## src/rtl/rpn_const_eval_pkg.sv

```systemverilog
// ============================================================================
// rpn_const_eval_pkg : token/opcode encodings and opcode classifiers
// Revision: 1.0
// ============================================================================
`default_nettype none

package rpn_const_eval_pkg;

  localparam int W_DEFAULT = 32;

  typedef enum logic [1:0] {
    KIND_PUSH  = 2'd0,
    KIND_BINOP = 2'd1,
    KIND_UNOP  = 2'd2,
    KIND_END   = 2'd3
  } kind_e;

  typedef enum logic [3:0] {
    OP_ADD  = 4'd0,
    OP_SUB  = 4'd1,
    OP_EQ   = 4'd2,
    OP_NE   = 4'd3,
    OP_GE   = 4'd4,
    OP_GT   = 4'd5,
    OP_LE   = 4'd6,
    OP_LT   = 4'd7,
    OP_LNOT = 4'd8,
    OP_INV  = 4'd9
  } op_e;

  function automatic logic is_unary(input logic [3:0] op);
    return (op == OP_LNOT) || (op == OP_INV);
  endfunction

  function automatic logic is_binary(input logic [3:0] op);
    return (op <= OP_LT);
  endfunction

endpackage

`default_nettype wire

```

## src/rtl/rpn_const_eval_alu.sv

```systemverilog
// ============================================================================
// rpn_const_eval_alu : combinational operator unit shared by BINOP and UNOP
// Revision: 1.0
// ============================================================================
`default_nettype none

module rpn_const_eval_alu
  import rpn_const_eval_pkg::*;
#(
  parameter int W = W_DEFAULT
) (
  input  logic [3:0]   op,
  input  logic [W-1:0] a,
  input  logic [W-1:0] b,
  output logic [W-1:0] result,
  output logic         bad_op
);

  localparam logic [W-1:0] C_ZERO = '0;
  localparam logic [W-1:0] C_ONE  = W'(1);

  // Comparisons are signed and yield a zero-extended 0/1.
  always_comb begin
    result = C_ZERO;
    bad_op = 1'b0;
    case (op)
      OP_ADD:  result = a + b;
      OP_SUB:  result = a - b;
      OP_EQ:   result = (a == b) ? C_ONE : C_ZERO;
      OP_NE:   result = (a != b) ? C_ONE : C_ZERO;
      OP_GE:   result = ($signed(a) >= $signed(b)) ? C_ONE : C_ZERO;
      OP_GT:   result = ($signed(a) >  $signed(b)) ? C_ONE : C_ZERO;
      OP_LE:   result = ($signed(a) <= $signed(b)) ? C_ONE : C_ZERO;
      OP_LT:   result = ($signed(a) <  $signed(b)) ? C_ONE : C_ZERO;
      OP_LNOT: result = (a == C_ZERO) ? C_ONE : C_ZERO;
      OP_INV:  result = ~a;
      default: bad_op = 1'b1;
    endcase
  end

endmodule

`default_nettype wire

```

## src/rtl/rpn_const_eval.sv

```systemverilog
// ============================================================================
// rpn_const_eval : streaming reverse-Polish constant expression evaluator
// Revision: 1.0
// ============================================================================
`default_nettype none

module rpn_const_eval
  import rpn_const_eval_pkg::*;
#(
  parameter int DEPTH = 8,
  parameter int W     = W_DEFAULT
) (
  input  logic         clk,
  input  logic         rst,
  input  logic         in_valid,
  output logic         in_ready,
  input  logic [1:0]   in_kind,
  input  logic [3:0]   in_op,
  input  logic [W-1:0] in_data,
  output logic         out_valid,
  input  logic         out_ready,
  output logic [W-1:0] out_data,
  output logic         out_error
);

  localparam int SPW = $clog2(DEPTH + 1);
  localparam int IW  = $clog2(DEPTH);

  localparam logic [SPW-1:0] C_SP_ZERO = '0;
  localparam logic [SPW-1:0] C_SP_ONE  = SPW'(1);
  localparam logic [SPW-1:0] C_SP_TWO  = SPW'(2);
  localparam logic [SPW-1:0] C_SP_FULL = SPW'(DEPTH);

  localparam logic [0:0] ST_ACCEPT = 1'b0;
  localparam logic [0:0] ST_EMIT   = 1'b1;

  logic [0:0]   state;
  logic [SPW-1:0] sp;
  logic         err;
  logic [W-1:0] stack [DEPTH];

  logic [SPW-1:0] sp_m1, sp_m2;
  logic [IW-1:0]  idx_top, idx_next;
  logic [W-1:0]   alu_a, alu_result;
  logic           alu_bad_op;
  logic           tok_err, accept, apply, end_ok;
  logic           wr_en;
  logic [IW-1:0]  wr_idx;
  logic [W-1:0]   wr_data;

  assign sp_m1    = sp - C_SP_ONE;
  assign sp_m2    = sp - C_SP_TWO;
  assign idx_top  = sp_m1[IW-1:0];
  assign idx_next = sp_m2[IW-1:0];

  assign in_ready  = (state == ST_ACCEPT);
  assign out_valid = (state == ST_EMIT);
  assign accept    = in_ready && in_valid;
  assign end_ok    = (sp == C_SP_ONE) && !err;

  // BINOP takes (next, top); UNOP works on top and the b operand is ignored.
  assign alu_a = (in_kind == KIND_BINOP) ? stack[idx_next] : stack[idx_top];

  rpn_const_eval_alu #(.W(W)) u_alu (
    .op     (in_op),
    .a      (alu_a),
    .b      (stack[idx_top]),
    .result (alu_result),
    .bad_op (alu_bad_op)
  );

  always_comb begin
    tok_err = 1'b0;
    case (in_kind)
      KIND_PUSH:  tok_err = (sp == C_SP_FULL);
      KIND_BINOP: tok_err = (sp < C_SP_TWO) || !is_binary(in_op) || alu_bad_op;
      KIND_UNOP:  tok_err = (sp == C_SP_ZERO) || !is_unary(in_op) || alu_bad_op;
      default:    tok_err = 1'b0;
    endcase
  end

  assign apply = accept && !err && !tok_err && (in_kind != KIND_END);

  always_comb begin
    wr_en   = 1'b0;
    wr_idx  = sp[IW-1:0];
    wr_data = in_data;
    if (apply) begin
      case (in_kind)
        KIND_PUSH:  wr_en = 1'b1;
        KIND_BINOP: begin
          wr_en   = 1'b1;
          wr_idx  = idx_next;
          wr_data = alu_result;
        end
        KIND_UNOP: begin
          wr_en   = 1'b1;
          wr_idx  = idx_top;
          wr_data = alu_result;
        end
        default: wr_en = 1'b0;
      endcase
    end
  end

  // Stack contents are don't-care after reset, so the array carries no reset.
  always_ff @(posedge clk) begin
    if (wr_en) stack[wr_idx] <= wr_data;
  end

  always_ff @(posedge clk or posedge rst) begin
    if (rst) begin
      state     <= ST_ACCEPT;
      sp        <= C_SP_ZERO;
      err       <= 1'b0;
      out_data  <= '0;
      out_error <= 1'b0;
    end else if (state == ST_ACCEPT) begin
      if (in_valid) begin
        if (in_kind == KIND_END) begin
          out_data  <= end_ok ? stack[0] : '0;
          out_error <= !end_ok;
          state     <= ST_EMIT;
        end else if (err || tok_err) begin
          err <= 1'b1;
        end else if (in_kind == KIND_PUSH) begin
          sp <= sp + C_SP_ONE;
        end else if (in_kind == KIND_BINOP) begin
          sp <= sp_m1;
        end
      end
    end else if (out_ready) begin
      sp    <= C_SP_ZERO;
      err   <= 1'b0;
      state <= ST_ACCEPT;
    end
  end

endmodule

`default_nettype wire

```

## config.mk

```make
export PLATFORM = sky130hd
export DESIGN_NAME = rpn_const_eval
export DESIGN_NICKNAME = d
export VERILOG_FILES = /design/src/rtl/rpn_const_eval_pkg.sv /design/src/rtl/rpn_const_eval_alu.sv /design/src/rtl/rpn_const_eval.sv
export SDC_FILE = /design/constraint.sdc
export NUM_CORES = 1
export LEC_CHECK = 0
export CAP_MARGIN = 20
export CORE_MARGIN = 2
export CORE_UTILIZATION = 40
export DETAILED_ROUTE_END_ITERATION = 10
export DONT_BUFFER_PORTS = 1
export PLACE_DENSITY_LB_ADDON = 0.25
export SLEW_MARGIN = 20
export SYNTH_ARGS = -nofsm -noshare
export SYNTH_HDL_FRONTEND = slang
export SYNTH_SLANG_ARGS = --single-unit
```

## constraint.sdc

```tcl
create_clock -name clk -period 11.08 [get_ports clk]
set_clock_uncertainty 0.1 [all_clocks]
set_input_delay 2.77 -clock clk [delete_from_list [all_inputs] [get_ports clk]]
set_output_delay 2.77 -clock clk [all_outputs]
set_load 0.01 [all_outputs]
```

==> results.md <==
- Syn-to-layout area delta: 9.35%
- Post-layout nets: 1474
- Commonest cells after routing, fill and taps aside: edfxtp_1 (256), mux4_2 (128), a21oi_1 (104)
- Largest net degree at the start of global routing: 51
- Syn Nets: 1504
- Routed wire length: 56300 microns
- Post-synth top area cell: edfxtp_1
- CTS tree: yes
- Initial DRC Count: 1537
- Final setup violation count: 0
- Crit path kind: reg2reg
- Mapped cell area: 0.0178 sq mm
- CP max FO: 42
- Io pins: 77
- Post-CTS setup repair buffer count: 0
- Period Utilization, post-route: 0.685
- Hold crit path type: reg2reg
- Synth Register Bits: 295
- Core area: 0.0441 sq mm
- Fillers: 4072
- IO Port Bufs: 0
- Total CTS buffers: 30
- Share of cells above drive strength 1: 0.184
- GRT overflow: 0
- Slew HR: 0.188
- Slew Limit Fails: 0
- Outcome: complete, no violations
- Post-synth EDFFs: 256
- WL/cell: 28.5 microns
- DRT Pass-1 Iters: 6
- Synth top area cells: edfxtp_1 (43%), mux4_2 (16%), dfrtp_1 (5.5%)
- Hold bufs inserted after CTS: 0
- Bufs on Longest Clock Path: 3
- Ys flop type: edfxtp_1
- Top cell type's share of synthesized area: 0.431
- Final Hold Viols: 0
- Clk pin slew, worst setup/hold paths: 0.06 ns
- Resized cells post-CTS: 0
- CP Data Arrival Time: 7.72 ns
- All-Layer GR Usage: 0.240
- Post-route ant nets: 0
- Die Span X: 215 microns
- Cell count after synthesis: 1386
- Syn. warnings: 0
- Clk root buf: clkbuf_16
- GPL Wtd Cong: 1.00
- Initial cell density of the core: 0.404
- Cell area after layout: 0.0195 sq mm
- # DRC: 0
- Req. time, crit path: 11.22 ns
- Initial antenna violation count: 2
- Crit start category: flip-flop
- Seq/Total Area, Yosys: 0.486
- Worst Tran Pin Value: 1.21 ns
- Final HPWL DP: 39300 microns
- Routed vias/inst: 6.29
- # rows: 77
- Fmax: 132 MHz
- H-tree depth: 1
- Setup TNS: 0 ns
- Number of global-route vias before repair: 12300
- Netlist cell types: 77
- CP Capture Type: flip-flop
- Die H: 215 microns
- Clock latency on the worst-skew pair: 0.58 ns
- First-pass GRT wire length: 82600 microns
- Vias: 12400
- DIE AREA: 0.0463 sq mm
- Syn_area_per_cell: 12.9 sq um
- Clock sink total: 295
- RSZ-0062 raised after global routing: false
- Tmin final: 7.59 ns
- Max-capacitance violation count: 0
- Commonest non-fill, non-tap cell in the layout: edfxtp_1
- Async S/R FF share, synth: 0.132
- Placed Area: 0.0185 sq mm
layout make-up:
class	instances	area [sq um]	area share
sequential	295	8670	0.445
multi-input combinational	922	8620	0.442
clock buffer	39	836	0.0429
tap	592	741	0.0380
inverter	83	312	0.0160
timing repair buffer	24	180	0.00924
clock inverter	17	143	0.00731
antenna	1	2.50	0.000128
flip-flops by register name (all words and copies together) (netlist names):
register / count
out_data: 32
err: 1
out_error: 1
out_valid: 1
stack: 256
sp: 4
path summary, 6_finish.rpt:
| path | cells after the start | startpoint | slack (ns) | to |
|---|---|---|---|---|
| worst max-delay path | 19 | sp[1] | 3.49 | stack[0][30] |
| worst min-delay path | 1 | stack[0][2] | 0.43 | out_data[2] |
| worst max register to register | 19 | sp[1] | 3.49 | stack[0][30] |
| worst min register to register | 1 | stack[0][2] | 0.43 | out_data[2] |
| max in group asynchronous | 1 | rst | 7.99 | sp[0] |
| min in group asynchronous | 1 | rst | 2.19 | out_data[15] |
stage by stage:
| step | util | hold slack, ns | setup slack, ns | instances |
|---|---|---|---|---|
| 2_1_floorplan | - | 0.367 | 4.01 | 1386 |
| 3_3_place_gp | 0.419 | 0.399 | 3.55 | 1915 |
| 3_5_place_dp | 0.419 | 0.412 | 3.42 | 1915 |
| 4_1_cts | 0.442 | 0.433 | 3.60 | 1971 |
| 5_1_grt | 0.442 | 0.457 | 3.21 | 1972 |
| 6_report | 0.442 | 0.429 | 3.49 | 1973 |
kinds of logic after synthesis:
| family | Yosys count | share of synthesized area |
|---|---|---|
| and+or+nand+nor | 275 | 0.0743 |
| adders and majority gates | 76 | 0.0542 |
| muxes | 194 | 0.200 |
| DFF | 295 | 0.486 |
| xor gates and xnor gates | 35 | 0.0172 |
| buffers and inverters | 169 | 0.0376 |
| AOI/OAI and AO/OA | 342 | 0.131 |
worst max-delay path, stage by stage (launching register included):
cell      delay, ns
dfrtp_2        0.34
buf_4          0.55
inv_1          0.31
ha_4           0.70
buf_4          0.64
mux4_2         0.41
mux2i_1        0.50
inv_1          0.17
nor2_1         0.12
a21oi_1        0.09
ha_1           0.51
nand2_1        0.18
nor3_1         0.40
nand4_1        0.18
nand3_1        0.22
a221oi_1       0.18
o41ai_1        0.55
xor2_1         0.18
a222oi_1       0.10
a21oi_1        0.76
synth_stat cells (all sizes together), types with 8 or more instances:
| master | number |
|---|---|
| xnor2 | 30 |
| nor4 | 12 |
| clkbuf | 53 |
| dfrtp | 39 |
| o21ai | 49 |
| ha | 74 |
| nand2 | 71 |
| and2 | 8 |
| mux4 | 128 |
| a21oi | 104 |
| mux2i | 43 |
| o31ai | 13 |
| buf | 33 |
| a22o | 42 |
| o22ai | 14 |
| o221ai | 15 |
| mux2 | 23 |
| a21o | 14 |
| and3 | 9 |
| o21bai | 13 |
| nor3 | 20 |
| inv | 82 |
| nor2 | 90 |
| nand3 | 18 |
| nand4 | 12 |
| a31oi | 13 |
| edfxtp | 256 |
| nand2b | 9 |
routing by layer:
| layer | GRT usage | routed length, microns |
|---|---|---|
| met1 | 0.351 | 24900 |
| met2 | 0.378 | 26000 |
| met3 | 0.0378 | 4200 |
| met4 | 0.0584 | 1220 |
| met5 | 0 | 0 |
Power is left out: the tool's default activity adds up to more than one toggle a clock period on the data nets, which glitch-free logic cannot reach.
